--- src/rtl/mul_add_pkg.sv ---
// Shared definitions for the mul_add_acc datapath: op encoding, the latency
// helper and the wide-to-narrow saturating clamp used by the final stage.
package mul_add_pkg;

    typedef enum logic [1:0] {
        OP_ADD  = 2'b00,
        OP_SUB  = 2'b01,
        OP_ACC  = 2'b10,
        OP_LOAD = 2'b11
    } op_e;

    // Upper bound on the internal sum width that sat_clamp can accept.
    localparam int SAT_MAX_W = 256;

    typedef struct packed {
        logic                        ovf;
        logic signed [SAT_MAX_W-1:0] val;
    } sat_res_t;

    function automatic int mul_add_latency(input int mul_stages);
        return mul_stages + 2;
    endfunction

    // Clamp a sign-extended sum to the signed dwidth range and flag overflow.
    function automatic sat_res_t sat_clamp(input logic signed [SAT_MAX_W-1:0] sum,
                                           input int dwidth);
        logic signed [SAT_MAX_W-1:0] one_v;
        logic signed [SAT_MAX_W-1:0] max_v;
        logic signed [SAT_MAX_W-1:0] min_v;
        sat_res_t                    res;
        one_v   = {{(SAT_MAX_W-1){1'b0}}, 1'b1};
        max_v   = (one_v <<< (dwidth - 1)) - one_v;
        min_v   = -(one_v <<< (dwidth - 1));
        res.ovf = (sum > max_v) || (sum < min_v);
        if (sum > max_v) begin
            res.val = max_v;
        end else if (sum < min_v) begin
            res.val = min_v;
        end else begin
            res.val = sum;
        end
        return res;
    endfunction

endpackage

--- src/rtl/mul_add_acc_if.sv ---
// Operand/result handshake bundle between the PE operand muxes, the
// multiply-add unit and the result write path.
interface mul_add_acc_if #(
    parameter int DWIDTH_A = 32,
    parameter int DWIDTH_B = 32,
    parameter int DWIDTH   = 32
);
    logic                       in_valid;
    logic                       in_ready;
    logic signed [DWIDTH_A-1:0] a;
    logic signed [DWIDTH_B-1:0] b;
    logic signed [DWIDTH-1:0]   c;
    logic [1:0]                 op;
    logic                       out_valid;
    logic                       out_ready;
    logic signed [DWIDTH-1:0]   p;
    logic                       ovf;

    modport master (
        output in_valid, a, b, c, op, out_ready,
        input  in_ready, out_valid, p, ovf
    );

    modport slave (
        input  in_valid, a, b, c, op, out_ready,
        output in_ready, out_valid, p, ovf
    );
endinterface

--- src/rtl/mul_add_mult_pipe.sv ---
// MUL_STAGES-deep signed multiplier with a sideband bus carried in lockstep,
// all stages gated by a single advance enable.
module mul_add_mult_pipe #(
    parameter int DWIDTH_A   = 32,
    parameter int DWIDTH_B   = 32,
    parameter int SB_W       = 35,
    parameter int MUL_STAGES = 1
) (
    input  logic                                clk,
    input  logic                                Resetn,
    input  logic                                advance,
    input  logic signed [DWIDTH_A-1:0]          a,
    input  logic signed [DWIDTH_B-1:0]          b,
    input  logic [SB_W-1:0]                     sb_in,
    output logic signed [DWIDTH_A+DWIDTH_B-1:0] prod,
    output logic [SB_W-1:0]                     sb_out
);
    localparam int PW = DWIDTH_A + DWIDTH_B;

    logic signed [PW-1:0]   a_ext_s;
    logic signed [PW-1:0]   b_ext_s;
    logic signed [PW-1:0]   prod_s;
    logic signed [PW-1:0]   prod_r [MUL_STAGES];
    logic [SB_W-1:0]        sb_r   [MUL_STAGES];

    // Both operands widened to the full product width so the low PW bits are exact.
    assign a_ext_s = {{DWIDTH_B{a[DWIDTH_A-1]}}, a};
    assign b_ext_s = {{DWIDTH_A{b[DWIDTH_B-1]}}, b};
    assign prod_s  = a_ext_s * b_ext_s;

    // Product and sideband shift register, frozen while the unit is stalled.
    always_ff @(posedge clk) begin
        if (!Resetn) begin
            for (int i = 0; i < MUL_STAGES; i++) begin
                prod_r[i] <= {PW{1'b0}};
                sb_r[i]   <= {SB_W{1'b0}};
            end
        end else if (advance) begin
            prod_r[0] <= prod_s;
            sb_r[0]   <= sb_in;
            for (int i = 1; i < MUL_STAGES; i++) begin
                prod_r[i] <= prod_r[i-1];
                sb_r[i]   <= sb_r[i-1];
            end
        end
    end

    assign prod   = prod_r[MUL_STAGES-1];
    assign sb_out = sb_r[MUL_STAGES-1];

endmodule

--- src/rtl/mul_add_acc.sv ---
// Pipelined signed multiply-add/sub/accumulate unit: input register, multiplier
// pipe, final add/saturate stage with accumulator, under a global stall.
module mul_add_acc
    import mul_add_pkg::*;
#(
    parameter int DWIDTH_A   = 32,
    parameter int DWIDTH_B   = 32,
    parameter int DWIDTH     = 32,
    parameter int MUL_STAGES = 1,
    parameter int SAT_EN     = 0
) (
    input logic          clk,
    input logic          Resetn,
    mul_add_acc_if.slave bus
);
    localparam int PW   = DWIDTH_A + DWIDTH_B;
    localparam int W    = ((PW > DWIDTH) ? PW : DWIDTH) + 1;
    localparam int SB_W = 1 + 2 + DWIDTH;

    logic                       advance_s;
    logic                       s0_valid_r;
    logic signed [DWIDTH_A-1:0] s0_a_r;
    logic signed [DWIDTH_B-1:0] s0_b_r;
    logic signed [DWIDTH-1:0]   s0_c_r;
    logic [1:0]                 s0_op_r;

    logic signed [PW-1:0]       prod_s;
    logic [SB_W-1:0]            sb_out_s;
    logic                       mp_valid_s;
    logic [1:0]                 mp_op_s;
    logic signed [DWIDTH-1:0]   mp_c_s;

    logic signed [W-1:0]         prod_w_s;
    logic signed [W-1:0]         c_w_s;
    logic signed [W-1:0]         acc_w_s;
    logic signed [W-1:0]         sum_s;
    logic signed [SAT_MAX_W-1:0] sum_ext_s;
    sat_res_t                    sat_s;
    logic signed [DWIDTH-1:0]    result_s;

    logic signed [DWIDTH-1:0]   p_r;
    logic                       ovf_r;
    logic                       out_valid_r;
    logic signed [DWIDTH-1:0]   acc_r;

    assign advance_s    = bus.out_ready | ~out_valid_r;
    assign bus.in_ready = advance_s;

    // S0 operand capture.
    always_ff @(posedge clk) begin
        if (!Resetn) begin
            s0_valid_r <= 1'b0;
            s0_a_r     <= {DWIDTH_A{1'b0}};
            s0_b_r     <= {DWIDTH_B{1'b0}};
            s0_c_r     <= {DWIDTH{1'b0}};
            s0_op_r    <= 2'b00;
        end else if (advance_s) begin
            s0_valid_r <= bus.in_valid & advance_s;
            s0_a_r     <= bus.a;
            s0_b_r     <= bus.b;
            s0_c_r     <= bus.c;
            s0_op_r    <= bus.op;
        end
    end

    mul_add_mult_pipe #(
        .DWIDTH_A   (DWIDTH_A),
        .DWIDTH_B   (DWIDTH_B),
        .SB_W       (SB_W),
        .MUL_STAGES (MUL_STAGES)
    ) u_mult_pipe (
        .clk     (clk),
        .Resetn  (Resetn),
        .advance (advance_s),
        .a       (s0_a_r),
        .b       (s0_b_r),
        .sb_in   ({s0_valid_r, s0_op_r, s0_c_r}),
        .prod    (prod_s),
        .sb_out  (sb_out_s)
    );

    assign mp_valid_s = sb_out_s[SB_W-1];
    assign mp_op_s    = sb_out_s[SB_W-2 -: 2];
    assign mp_c_s     = sb_out_s[DWIDTH-1:0];

    assign prod_w_s = {{(W-PW){prod_s[PW-1]}}, prod_s};
    assign c_w_s    = {{(W-DWIDTH){mp_c_s[DWIDTH-1]}}, mp_c_s};
    assign acc_w_s  = {{(W-DWIDTH){acc_r[DWIDTH-1]}}, acc_r};

    // Final-stage operation select at one bit beyond the widest operand.
    always_comb begin
        sum_s = prod_w_s;
        case (mp_op_s)
            OP_ADD:  sum_s = prod_w_s + c_w_s;
            OP_SUB:  sum_s = prod_w_s - c_w_s;
            OP_ACC:  sum_s = prod_w_s + acc_w_s;
            OP_LOAD: sum_s = prod_w_s;
            default: sum_s = prod_w_s;
        endcase
    end

    assign sum_ext_s = {{(SAT_MAX_W-W){sum_s[W-1]}}, sum_s};
    assign sat_s     = sat_clamp(sum_ext_s, DWIDTH);

    // Overflow is reported in both modes; only the delivered value differs.
    always_comb begin
        result_s = sum_s[DWIDTH-1:0];
        if (SAT_EN != 0) begin
            result_s = DWIDTH'(sat_s.val);
        end else begin
            result_s = sum_s[DWIDTH-1:0];
        end
    end

    // Result register and accumulator; bubbles leave p, ovf and acc untouched.
    always_ff @(posedge clk) begin
        if (!Resetn) begin
            p_r         <= {DWIDTH{1'b0}};
            ovf_r       <= 1'b0;
            out_valid_r <= 1'b0;
            acc_r       <= {DWIDTH{1'b0}};
        end else if (advance_s) begin
            out_valid_r <= mp_valid_s;
            if (mp_valid_s) begin
                p_r   <= result_s;
                ovf_r <= sat_s.ovf;
                if ((mp_op_s == OP_ACC) || (mp_op_s == OP_LOAD)) begin
                    acc_r <= result_s;
                end
            end
        end
    end

    assign bus.p         = p_r;
    assign bus.ovf       = ovf_r;
    assign bus.out_valid = out_valid_r;

endmodule

--- src/flat_wrapper.sv ---
// flat-port wrapper written by rule: the top's interface ports become plain ports
module mul_add_acc_flat import mul_add_pkg::*;
#(
    parameter int DWIDTH_A   = 32,
    parameter int DWIDTH_B   = 32,
    parameter int DWIDTH     = 32,
    parameter int MUL_STAGES = 1,
    parameter int SAT_EN     = 0
)
  (clk, Resetn, bus_in_valid, bus_a, bus_b, bus_c, bus_op, bus_out_ready, bus_in_ready, bus_out_valid, bus_p, bus_ovf);
  mul_add_acc_if #(.DWIDTH_A(DWIDTH_A), .DWIDTH_B(DWIDTH_B), .DWIDTH(DWIDTH)) bus_i ();
  input logic clk;
  input logic Resetn;
  input wire logic [$bits(bus_i.in_valid)-1:0] bus_in_valid;
  input wire logic [$bits(bus_i.a)-1:0] bus_a;
  input wire logic [$bits(bus_i.b)-1:0] bus_b;
  input wire logic [$bits(bus_i.c)-1:0] bus_c;
  input wire logic [$bits(bus_i.op)-1:0] bus_op;
  input wire logic [$bits(bus_i.out_ready)-1:0] bus_out_ready;
  output wire logic [$bits(bus_i.in_ready)-1:0] bus_in_ready;
  output wire logic [$bits(bus_i.out_valid)-1:0] bus_out_valid;
  output wire logic [$bits(bus_i.p)-1:0] bus_p;
  output wire logic [$bits(bus_i.ovf)-1:0] bus_ovf;
  assign bus_i.in_valid = bus_in_valid;
  assign bus_i.a = bus_a;
  assign bus_i.b = bus_b;
  assign bus_i.c = bus_c;
  assign bus_i.op = bus_op;
  assign bus_i.out_ready = bus_out_ready;
  assign bus_in_ready = bus_i.in_ready;
  assign bus_out_valid = bus_i.out_valid;
  assign bus_p = bus_i.p;
  assign bus_ovf = bus_i.ovf;
  mul_add_acc #(.DWIDTH_A(DWIDTH_A), .DWIDTH_B(DWIDTH_B), .DWIDTH(DWIDTH), .MUL_STAGES(MUL_STAGES), .SAT_EN(SAT_EN)) u_core (.clk(clk), .Resetn(Resetn), .bus(bus_i));
endmodule
--- config.mk ---
export PLATFORM = sky130hd
export DESIGN_NAME = mul_add_acc_flat
export DESIGN_NICKNAME = d
export VERILOG_FILES = /design/src/rtl/mul_add_pkg.sv /design/src/rtl/mul_add_acc_if.sv /design/src/rtl/mul_add_mult_pipe.sv /design/src/rtl/mul_add_acc.sv /design/src/flat_wrapper.sv
export SDC_FILE = /design/constraint.sdc
export NUM_CORES = 2
export LEC_CHECK = 0
export BUFFER_PORTS_ARGS = -buffer_cell sky130_fd_sc_hd__buf_4
export CAP_MARGIN = 10
export CORE_AREA = 3 3 298 300
export DETAILED_ROUTE_END_ITERATION = 6
export DIE_AREA = 0 0 301 303
export PLACE_DENSITY = 0.81
export SLEW_MARGIN = 20
export SYNTH_ARGS = -nofsm -noshare
export SYNTH_HDL_FRONTEND = slang
export SYNTH_SLANG_ARGS = --single-unit
--- constraint.sdc ---
create_clock -name clk -period 10.29 [get_ports clk]
set_input_delay 0.5145 -clock clk [delete_from_list [all_inputs] [get_ports clk]]
set_output_delay 0.5145 -clock clk [all_outputs]
set_load 0.005 [all_outputs]
### Word-level counts from Yosys, hierarchy flattened

Memory sizes are Yosys's and may differ from the RTL's.
Index checks and enable logic that the tools add are counted.

* bits in registers: 165
* RAM bits: 99
* input bits: 102
* output and inout port bits: 35
* word-level logic and storage cells: 39
* memories: 2

* $add $sub $neg: 3
* $mul: 1
* magnitude comparators: 2
* eq/ne operators: 3
* muxes and demuxes: 9
* bitwise logic cells: 3
* reduce and logical (&&, ||, !) cells: 7

Memories
* u_core.u_mult_pipe.prod_r: depth 1, bits a word 64, read ports 1, clocked after Yosys merged registers in 0, write ports 1, line mul_add_mult_pipe.sv:23 `logic signed [PW-1:0] prod_r [MUL_STAGES];`
* u_core.u_mult_pipe.sb_r: depth 1, bits a word 35, read ports 1, clocked after Yosys merged registers in 0, write ports 1, line mul_add_mult_pipe.sv:24 `logic [SB_W-1:0] sb_r [MUL_STAGES];`

Operators by type and width (count)
* $pmux W65 S4: 1
* $add A64 B32 Y65: 2
* $gt A65 B32 Y1 const B: 1
* $lt A65 B32 Y1 const B: 1
* $sub A64 B32 Y65: 1
* $mul A32 B32 Y64: 1
* $mux W64: 1
* $reduce_or A64 Y1: 1
* $mux W35: 1
* $reduce_or A35 Y1: 1
* $mux W1: 6
* $eq A2 B2 Y1 const B: 2
* $reduce_and A3 Y1: 1
* $eq A2 B1 Y1 const B: 1
* $logic_not A2 Y1: 1
* $logic_or A1 B1 Y1: 2
* $reduce_and A2 Y1: 1
* $and A1 B1 Y1: 1
* $not A1 Y1: 1
* $or A1 B1 Y1: 1

### Longest topological paths before layout

* word-level depth: 7
* gate-level depth with buffers: 30
* gate-level depth less buffers: 29

### Hierarchy

Synthesis repeated with hierarchy kept, for this count alone.

* cell total of the unflattened synthesis: 5969
* area total of the unflattened synthesis: 53090.9 um^2

By module, submodules not included
* mul_add_mult_pipe: instances 1, cells each 4132, area an instance 40058.4 um^2, sequential area each 2972.9 um^2
* mul_add_acc: instances 1, cells each 1837, area an instance 13032.5 um^2, sequential area each 3303.2 um^2

### Least setup slack after synthesis

OpenSTA, ideal clock, no wires.

* path kind: register -> register
* start point: register u_core.s0_b_r[5]
* end point: memory u_core.u_mult_pipe.prod_r[0][60] in the netlist's numbering (data pin)
* library setup time: 256 ps
* data arrival time: 7500 ps
* data required time: 10034 ps
* setup slack: 2534 ps
* stages on the path, launching flop included: 27
* path buffers: 2
* cell sequence: dfxtp_1 clkbuf_1 nand2_1 fa_1 inv_1 fa_1 fa_1 inv_1 fa_1 inv_1 fa_1 fa_1 fa_1 fa_1 ha_1 clkbuf_1 nand4_1 nor3_1 a211oi_1 a21boi_0 o21a_1 o311ai_0 a31oi_1 o31a_1 o21ai_0 a21oi_1 a31o_2

* longest elaborated chain between the ends: 2

Ends and longest elaborated chain
* start, declared: line mul_add_acc.sv:23 `logic signed [DWIDTH_B-1:0] s0_b_r;`
* start signal, assigned: line mul_add_acc.sv:54 `s0_b_r <= {DWIDTH_B{1'b0}};`
* start signal, assigned: line mul_add_acc.sv:60 `s0_b_r <= bus.b;`
* $mul A32 B32 Y64: line mul_add_mult_pipe.sv:29 `assign prod_s = a_ext_s * b_ext_s;`
* $mux W64 (no line)
* end, declared: line mul_add_mult_pipe.sv:23

No other way between the ends.

### Worst setup path after layout

* start point: register u_core.s0_b_r[3]
* end point: memory u_core.u_mult_pipe.prod_r[0][62] in the netlist's numbering (data pin)

The elaborated chain is that of the path after synthesis.

==> impl_metrics.json <==
{
  "start_util": 0.597,
  "p_int_mw": 6.54,
  "cts_tree": "built",
  "synth_commonest_cells": "fa_1, inv_1, nand2_1",
  "dp_slack_ns": 1.19,
  "critPathMaxFanout": 18,
  "final_nets": 7135,
  "p_seq_frac": 0.121,
  "p_total_mw": 13.4,
  "slew_viol_final": 0,
  "fmax_mhz": 109,
  "gr-total-overflow": 0,
  "cp_data_arrival_time_ns": 9.51,
  "tightest_slew_ns": 1.13,
  "sw_frac_of_total": 0.513,
  "cts_resized": 0,
  "drtPass1Iterations": 6,
  "min_path_type": "in -> reg",
  "synthArstFlopShare": 0,
  "stdcell_area_sq_um": 54900,
  "synth_edf_count": 99,
  "multi_input_area_sq_um": 40300,
  "die_h_um": 303,
  "seq_area_sq_um": 6280,
  "whs_ns": 0.175,
  "synth.most_common_cell": "fa_1",
  "wl_per_cell_um": 20.4,
  "viasPerCell": 5.88,
  "cts_buffers": 35,
  "hpwl_um": 112000,
  "ys_seq_elements": 264,
  "area_delta_synth_final_pct": 6.29,
  "yosys.area.top_type_share": 0.420,
  "yosysWarnings": 0,
  "ctsHoldBuffers": 0,
  "grt_antenna_before_repair": 0,
  "crit_required_ns": 10.61,
  "ir_worst_vdd_uv": 482,
  "setup_viol": 0,
  "cts-root-buf": "clkbuf_16",
  "cts.path.max_buffers": 3,
  "power_frac_comb": 0.780,
  "track_usage": 0.317,
  "switching_power_mw": 6.90,
  "syn_inst": 5761,
  "clock_latency_ns": 0.59,
  "post-route-min-period_ns": 9.19,
  "grt_pass1_wl_um": 226000,
  "synth.avg_cell_area_sq_um": 8.97,
  "synth_area_sq_um": 51700,
  "postCtsSetupBuffers": 0,
  "fin_crit_sh": 0.893,
  "drc": 0,
  "relSlewSlack": 0.248,
  "fillers": 7013,
  "portBuffers": 136,
  "power_density_nw_per_um2": 245,
  "gp_congestion": 0.971,
  "place_area_sq_um": 53700,
  "startpoint_type": "flip-flop",
  "grt_start_max_net_pins": 100,
  "cts.sinks": 264,
  "yosysTopAreaCell": "fa_1",
  "hold_viol": 0,
  "ys.flop_type": "dfxtp_1",
  "core_sq_um": 86500,
  "rsz0062_at_grt": "false",
  "drv_cap": 0,
  "htreeDepth": 2,
  "syn_nets": 7200,
  "ios": 137,
  "final.setup.worst_slack_ns": 1.10,
  "pwr-share-clk": 0.100,
  "setup_tns_ns": 0,
  "clkTransAtPathRegs_ns": 0.07,
  "worstSetupPathType": "reg -> reg",
  "grt_pass1_vias": 43100,
  "dieArea_sq_um": 91200,
  "endpoint_kind": "flip-flop",
  "synth_cell_type_count": 72,
  "finalClockSkew_ns": 0.0176,
  "vias": 40400,
  "status": "finished clean",
  "synth-seq-area-share": 0.121,
  "drt-initial-drc-count": 3266,
  "leakage_nw": 27.0,
  "ant_nets": 0,
  "routed_wl_um": 140000,
  "die_x_um": 301,
  "synth_area_leaders": "fa_1, inv_1, nand2_1",
  "drive_gt1_frac": 0.0591,
  "fp-row-count": 108
}
==> final timing paths <==
check | startpoint | to | slack [ns] | depth (start not counted)
worst max register to register | u_core.s0_b_r[3]$_SDFFE_PN0N_ | u_core.u_mult_pipe.prod_r[0][62]$_SDFFCE_PN0P_ | 1.10 | 27
worst min-delay path | bus_a[4] | u_core.s0_a_r[4]$_SDFFE_PN0N_ | 0.18 | 3
worst min register to register | u_core.s0_c_r[1]$_SDFFE_PN0N_ | u_core.s0_c_r[1]$_SDFFE_PN0N_ | 0.46 | 2
worst max-delay path | u_core.s0_b_r[3]$_SDFFE_PN0N_ | u_core.u_mult_pipe.prod_r[0][62]$_SDFFCE_PN0P_ | 1.10 | 27
==> worst max-delay path, stage by stage (launching register included) <==
cell and delay (ns):
dfxtp_1 0.87, buf_4 0.36, nand2_1 0.11, fa_1 0.57, fa_1 0.45, fa_1 0.53
fa_1 0.56, inv_1 0.05, fa_1 0.48, fa_1 0.54, fa_1 0.52, inv_1 0.06
fa_1 0.49, inv_1 0.05, ha_1 0.33, a21o_1 0.18, a21o_1 0.16, a21oi_1 0.23
o22ai_1 0.15, a211oi_1 0.26, a21boi_0 0.60, o21a_1 0.26, o311ai_0 0.17, a31oi_1 0.33
o21ai_0 0.20, a21oi_1 0.20, xor2_1 0.16, nor2_1 0.05
==> registers in the layout, summed over array words and instances, names as in the netlist <==
name / count
u_core.s0_c_r: 32
u_core.s0_b_r: 32
u_core.s0_a_r: 32
u_core.s0_valid_r: 1
u_core.s0_op_r: 2
u_core.bus.out_valid: 1
u_core.u_mult_pipe.sb_r: 35
u_core.bus.ovf: 1
u_core.acc_r: 32
u_core.u_mult_pipe.prod_r: 64
u_core.bus.p: 32
==> layout by cell type, fill, tap and decap left out, types with 8 or more instances in the layout <==
master | synthesis | layout
o211ai_1 | 13 | 13
a32oi_1 | 20 | 20
or3_4 | 8 | 8
ha_1 | 254 | 252
fa_1 | 1083 | 1083
o21ai_1 | 10 | 10
nand3_1 | 38 | 38
and2_1 | 524 | 523
nand2b_1 | 24 | 24
xor2_1 | 49 | 49
o21a_1 | 12 | 12
inv_1 | 1007 | 1007
o21bai_1 | 27 | 27
clkbuf_16 | 0 | 35
nor2_1 | 215 | 214
nor3_1 | 43 | 43
or3_1 | 16 | 16
a21boi_0 | 105 | 105
dfxtp_1 | 165 | 163
nand4_1 | 42 | 42
nand2_1 | 890 | 888
nor4_1 | 15 | 15
o21ai_0 | 178 | 178
a21o_1 | 60 | 60
o31ai_1 | 9 | 9
and3_1 | 54 | 54
a211oi_1 | 14 | 14
a21oi_1 | 166 | 166
xnor2_1 | 70 | 70
edfxtp_1 | 99 | 99
o22ai_1 | 14 | 14
o31a_1 | 12 | 12
o211a_1 | 51 | 51
buf_4 | 0 | 237
nor3b_1 | 14 | 14
mux2i_1 | 11 | 11
a31oi_1 | 17 | 17
nor2b_1 | 14 | 13
==> layer usage <==
metal  share of wire  GRT usage  wire (um)
met5               0          0          0
met4           0.073      0.198      10200
met3           0.069     0.0433       9670
met2            0.50      0.540      69800
met1            0.36      0.383      50600
==> power groups by stage <==
stage               sequential, mW  combinational (mW)  clock [mW]
floorplan                     1.51                7.89           0
global placement              1.63                10.1           0
detailed placement            1.63                10.4           0
CTS                           1.61                10.4        1.38
global route                  1.63                11.7        1.40
finish                        1.62                10.5        1.34
==> kinds of logic after synthesis <==
logic type                 Yosys count  share of synthesized area
and+or+nand+nor                   1918                      0.179
buffers and inverters             1351                     0.0983
AOI/OAI and AO/OA                  758                     0.0971
muxes                               14                    0.00279
DFF                                264                      0.121
xor gates and xnor gates           119                     0.0202
adders and majority gates         1337                      0.481
==> per-stage QoR <==
step / util / instances
6_report: 0.635 / 6879
4_1_cts: 0.635 / 6878
3_3_place_gp: 0.621 / 6814
2_1_floorplan: - / 5761
3_5_place_dp: 0.621 / 6814
5_1_grt: 0.635 / 6878
==> cell type report <==
cell class                 instances  share of cell area
clock inverter                    20             0.00497
inverter                        1010              0.0691
clock buffer                      44              0.0177
sequential                       264               0.114
tap                             1155              0.0263
multi-input combinational       4146               0.735
timing repair buffer             239              0.0330
antenna                            1           0.0000456
No activity file was read; power rests on OpenSTA's default activity.
